<file path="src/rtl/ucie_tx_pkg.sv">
// Shared types for the UCIe transmit credit controller: FSM state encoding and
// stall counter width.
package ucie_tx_pkg;

    localparam int unsigned STALL_CNT_W = 16;

    typedef enum logic [1:0] {
        StIdle    = 2'd0,
        StActive  = 2'd1,
        StCrdWait = 2'd2,
        StFlush   = 2'd3
    } tx_crd_state_e;

endpackage

</file>
<file path="src/rtl/ucie_credit_counter.sv">
// Saturating link-partner credit register: adds returned credits, subtracts
// consumed ones, reloads on flush and flags overflow (sticky until reset).
module ucie_credit_counter #(
    parameter int unsigned INIT_CREDITS = 4,
    parameter int unsigned MAX_CREDITS  = 15,
    parameter int unsigned CRD_RET_W    = 3
) (
    input  logic                               clk,
    input  logic                               rst,
    input  logic                               reload,
    input  logic                               ret_valid,
    input  logic [CRD_RET_W-1:0]               ret_cnt,
    input  logic                               consume,
    output logic [$clog2(MAX_CREDITS+1)-1:0]   crd,
    output logic [$clog2(MAX_CREDITS+1)-1:0]   crd_next,
    output logic                               ovf
);

    localparam int unsigned CRD_W = $clog2(MAX_CREDITS + 1);
    // One bit of headroom over the wider operand so the pre-clamp sum cannot wrap.
    localparam int unsigned SUM_W = ((CRD_W > CRD_RET_W) ? CRD_W : CRD_RET_W) + 1;
    localparam logic [SUM_W-1:0] MaxSum = SUM_W'(MAX_CREDITS);

    logic [SUM_W-1:0] sum;
    logic [CRD_W-1:0] crd_q, crd_d;
    logic             ovf_q, ovf_d;

    always_comb begin
        sum   = SUM_W'(crd_q) + (ret_valid ? SUM_W'(ret_cnt) : '0) - SUM_W'(consume);
        crd_d = sum[CRD_W-1:0];
        ovf_d = ovf_q;
        if (reload) begin
            crd_d = CRD_W'(INIT_CREDITS);
        end else if (sum > MaxSum) begin
            crd_d = CRD_W'(MAX_CREDITS);
            ovf_d = 1'b1;
        end
    end

    always_ff @(posedge clk) begin
        if (rst) begin
            crd_q <= CRD_W'(INIT_CREDITS);
            ovf_q <= 1'b0;
        end else begin
            crd_q <= crd_d;
            ovf_q <= ovf_d;
        end
    end

    assign crd      = crd_q;
    assign crd_next = crd_d;
    assign ovf      = ovf_q;

endmodule

</file>
<file path="src/rtl/ucie_tx_credit_ctrl.sv">
// Credit-gated drain stage behind the TX fifo_sync: pops show-ahead flits into a one-entry
// output register. Optional stall counter enabled by UCIE_TX_CRD_STALL_CNT_EN.
module ucie_tx_credit_ctrl
    import ucie_tx_pkg::*;
#(
    parameter int unsigned WIDTH        = 32,
    parameter int unsigned INIT_CREDITS = 4,
    parameter int unsigned MAX_CREDITS  = 15,
    parameter int unsigned CRD_RET_W    = 3
) (
    input  logic                             clk_i,
    input  logic                             rst_i,
    input  logic                             enable_i,
    input  logic                             flush_i,
    input  logic                             fifo_empty_i,
    input  logic [WIDTH-1:0]                 fifo_rdata_i,
    output logic                             fifo_pop_o,
    output logic                             fifo_clear_o,
    output logic                             tx_valid_o,
    output logic [WIDTH-1:0]                 tx_data_o,
    input  logic                             tx_ready_i,
    input  logic                             crd_ret_valid_i,
    input  logic [CRD_RET_W-1:0]             crd_ret_cnt_i,
    output logic [$clog2(MAX_CREDITS+1)-1:0] crd_avail_o,
    output logic [1:0]                       state_o,
    output logic                             crd_ovf_o,
    output logic [STALL_CNT_W-1:0]           crd_stall_cnt_o
);

    localparam int unsigned CRD_W = $clog2(MAX_CREDITS + 1);

    tx_crd_state_e    state_q, state_d;
    logic             pop, clear;
    logic             valid_q;
    logic [WIDTH-1:0] data_q;
    logic [CRD_W-1:0] crd, crd_next;

    // Flush actions (clear, drop, reload) take effect on the flush_i edge itself;
    // the FLUSH state is the one quiet cycle that follows.
    assign clear = flush_i && !rst_i;
    assign pop   = !rst_i && (state_q == StActive) && !fifo_empty_i && enable_i && !flush_i &&
                   (!valid_q || tx_ready_i);

    ucie_credit_counter #(
        .INIT_CREDITS (INIT_CREDITS),
        .MAX_CREDITS  (MAX_CREDITS),
        .CRD_RET_W    (CRD_RET_W)
    ) u_credit_counter (
        .clk       (clk_i),
        .rst       (rst_i),
        .reload    (flush_i),
        .ret_valid (crd_ret_valid_i),
        .ret_cnt   (crd_ret_cnt_i),
        .consume   (pop),
        .crd       (crd),
        .crd_next  (crd_next),
        .ovf       (crd_ovf_o)
    );

    always_comb begin
        state_d = state_q;
        if (flush_i) begin
            state_d = StFlush;
        end else begin
            case (state_q)
                StIdle: begin
                    if (enable_i) state_d = (crd != '0) ? StActive : StCrdWait;
                end
                StActive, StCrdWait: begin
                    if (!enable_i) state_d = StIdle;
                    else           state_d = (crd_next != '0) ? StActive : StCrdWait;
                end
                default: state_d = StIdle;
            endcase
        end
    end

    always_ff @(posedge clk_i) begin
        if (rst_i) state_q <= StIdle;
        else       state_q <= state_d;
    end

    // Held flit survives enable_i dropping; only acceptance or flush retires it.
    always_ff @(posedge clk_i) begin
        if (rst_i) begin
            valid_q <= 1'b0;
            data_q  <= '0;
        end else if (flush_i) begin
            valid_q <= 1'b0;
        end else if (pop) begin
            valid_q <= 1'b1;
            data_q  <= fifo_rdata_i;
        end else if (tx_ready_i) begin
            valid_q <= 1'b0;
        end
    end

`ifdef UCIE_TX_CRD_STALL_CNT_EN
    logic [STALL_CNT_W-1:0] stall_q;

    always_ff @(posedge clk_i) begin
        if (rst_i) begin
            stall_q <= '0;
        end else if ((state_q == StCrdWait) && !fifo_empty_i && (stall_q != '1)) begin
            stall_q <= stall_q + STALL_CNT_W'(1);
        end
    end

    assign crd_stall_cnt_o = stall_q;
`else
    assign crd_stall_cnt_o = '0;
`endif

    assign fifo_pop_o   = pop;
    assign fifo_clear_o = clear;
    assign tx_valid_o   = valid_q;
    assign tx_data_o    = data_q;
    assign crd_avail_o  = crd;
    assign state_o      = state_q;

endmodule

</file>
<file path="config.mk">
export PLATFORM = sky130hd
export DESIGN_NAME = ucie_tx_credit_ctrl
export DESIGN_NICKNAME = d
export VERILOG_FILES = /design/src/rtl/ucie_tx_pkg.sv /design/src/rtl/ucie_credit_counter.sv /design/src/rtl/ucie_tx_credit_ctrl.sv
export SDC_FILE = /design/constraint.sdc
export NUM_CORES = 1
export LEC_CHECK = 0
export BUFFER_PORTS_ARGS = -buffer_cell sky130_fd_sc_hd__buf_2
export CAP_MARGIN = 20
export CORE_MARGIN = 3
export CORE_UTILIZATION = 48
export CTS_CLUSTER_SIZE = 24
export DETAILED_ROUTE_END_ITERATION = 10
export PLACE_DENSITY_LB_ADDON = 0.15
export RECOVER_POWER = 25
export SLEW_MARGIN = 20
export SYNTH_ARGS = -nofsm -noshare
export SYNTH_HDL_FRONTEND = slang
export SYNTH_SLANG_ARGS = --single-unit
</file>
<file path="constraint.sdc">
create_clock -name clk_i -period 8.9 [get_ports clk_i]
set_input_delay 1.78 -clock clk_i [delete_from_list [all_inputs] [get_ports clk_i]]
set_output_delay 1.78 -clock clk_i [all_outputs]
set_load 0.05 [all_outputs]
</file>
==> summary.md <==
| Metric | Value |
|---|---|
| Critical Path AT | `4.33 ns` |
| Antenna violations before repair | `0` |
| Post-synth EDFFs | `0` |
| Final Instance Count excl. Fillers | `363` |
| Post-CTS Resized | `0` |
| DIE HEIGHT | `68.6 um` |
| Clock Latency Late Sink | `0.28 ns` |
| Count leader, synth | `nand2_1` |
| Number of remaining DRC errors | `0` |
| Synth warn | `0` |
| Die W | `68.6 um` |
| P_leak | `1.04 nW` |
| Diodes inserted | `0` |
| Run status | `finished with violations` |
| H-tree Lvls | `2` |
| Maximum clock frequency | `164 MHz` |
| Share of cells above drive strength 1 | `0.229` |
| Post-Syn Area | `1880 um2` |
| Post-synth top cells | `nand2_1, a21oi_1, dfxtp_1` |
| VDD IR max | `0.141 mV` |
| Final worst path period need | `6.11 ns` |
| Area grow syn2layout | `22.1%` |
| RD Place Congestion | `0.845` |
| Final Net Count | `367` |
| Synth Register Bits | `40` |
| Hold WS | `0.453 ns` |
| Number of global-route vias before repair | `1406` |
| Synth top area share | `0.426` |
| Grt met1 use | `0.203` |
| Wirelength per Cell | `11.0 um` |
| # port buffers | `83` |
| DRT iter0 DRCs | `97` |
| Setup Total Neg Slack | `0 ns` |
| Total number of vias | `1667` |
| Worst Path Max Fanout | `38` |
| Largest net degree at the start of global routing | `39` |
| TritonCTS Buffers | `5` |
| Postcts setup bufs | `0` |
| Final Setup Violations | `0` |
| Global-route wire length before repair | `5850 um` |
| RSZ-0062 raised after global routing | `no` |
| Most crowded layer after global routing | `met2` |
| Reg clk slew, reported paths | `0.07 ns` |
| Critical path data required time | `7.12 ns` |
| # hold bufs at CTS | `0` |
| Number of max-cap violations | `1` |
| Async SR Flop Fraction | `0` |
| Row cnt | `22` |
| Mean Syn Cell Area | `7.96 um2` |
| Synth area leaders | `dfxtp_1, nand2_1, a21oi_1` |
| Dpl cells | `355` |
| Post-Syn Instances | `236` |
| CTS tree | `yes` |
| Clock Tree Root | `clkbuf_8` |
| WS Path Type | `in -> out` |
| Post-DP HPWL | `3010 um` |
| Failing checks | `max-capacitance violations, max-slew violations` |
| Worst Setup Start Kind | `input port` |
| Core area | `3720 um2` |
| Antenna Nets Post-Route | `0` |
| Slew margin rel. | `-0.0728` |
| Min-delay worst type | `reg -> reg` |
| Routed WL | `3980 um` |
| Final Hold Vio Count | `0` |
| Met2 usage | `0.271` |
| Synth area leader | `dfxtp_1` |
| Die ar. | `4700 um2` |
| Main synth FF type | `dfxtp_1` |
| Post-synth cell types | `33` |
| Clock Skew | `0.00424 ns` |
| Worst setup EP type | `output pin` |
| Slew Viols, Final | `39` |
| Via density | `4.59` |
| PwrDens | `213 nW/um2` |
| GR met3 Demand/Resource | `0.0438` |
| All-Layer GR Usage | `0.166` |
| Initial Utilization | `0.506` |
| Register area share after synthesis | `0.426` |
| Final Cycle Share | `0.687` |
| Grt total ovfl | `0` |
| Worst-Margin Slew | `1.61 ns` |
| Clock Sinks | `40` |
| Ports | `100` |
| Length of the first detailed-routing pass in iterations | `4` |
| Clk buf depth | `2` |
## logic make-up after synthesis
logic type                 Yosys count  synth area share
buffers and inverters               46             0.148
other                                1           0.00200
xor gates and xnor gates             2           0.00932
AOI/OAI and AO/OA                   50             0.142
and+or+nand+nor                     86             0.194
adders and majority gates           11            0.0772
DFF                                 40             0.426
## layout by cell type, fill, tap and decap left out, types with 2 or more instances in the layout
master    instances
nand2_1          67
buf_2            63
a21oi_1          41
dfxtp_1          40
clkbuf_1         21
inv_1            17
conb_1           16
ha_1             10
clkbuf_8          5
nor2_1            4
or3_1             3
nand3b_1          2
nor2b_1           2
a21o_1            2
o21ai_0           2
## stage by stage
step / instance area (um2) / power (W) / worst slack, ns / util
2_1_floorplan: 1940 / 0.000324 / 4.15 / -
3_3_place_gp: 2210 / 0.000351 / 3.43 / 0.595
3_5_place_dp: 2210 / 0.000352 / 3.39 / 0.595
4_1_cts: 2320 / 0.000493 / 3.41 / 0.624
5_1_grt: 2290 / 0.000516 / 2.56 / 0.618
6_report: 2290 / 0.000488 / 2.79 / 0.618
## critical path, cell delays in order
cell	delay (ns)
clkbuf_1	1.14
or2_1	0.34
or3_1	0.14
buf_4	0.32
clkinv_4	0.29
buf_2	0.30
## flip-flops by register name, summed over array words and instances (netlist names)
| name | flops |
|---|---|
| u_credit_counter.ovf | 1 |
| tx_valid_o | 1 |
| u_credit_counter.crd | 4 |
| state_o | 2 |
| tx_data_o | 32 |
## path summary, 6_finish.rpt
kind | start | end | slack (ns) | cells after the start
setup / recovery | rst_i | fifo_pop_o | 2.79 | 6
hold / removal | tx_data_o[9] | tx_data_o[9] | 0.45 | 2
setup reg to reg | state_o[1] | state_o[0] | 5.35 | 14
hold reg to reg | tx_data_o[9] | tx_data_o[9] | 0.45 | 2
## area by class of cell
cell class | instances | area, um2
Sequential cell | 40 | 801
Tap cell | 48 | 60.1
Multi-Input combinational cell | 165 | 856
Timing Repair Buffer | 84 | 398
Clock inverter | 2 | 35.0
Clock buffer | 6 | 72.6
Fill cell | 379 | 1420
Inverter | 18 | 72.6
## metal layers
metal	vias to the layer above	routed length (um)
li1	886	-
met5	-	0
met3	6	343
met2	58	1830
met1	717	1750
met4	0	55
## report_power, final
group	switching [W]	internal, W
Clock	0.0000580	0.0000831
Sequential	0.00000954	0.000189
Combinational	0.000101	0.0000475
Total	0.000168	0.000320
Note: power is estimated with default switching activity, not from simulation.
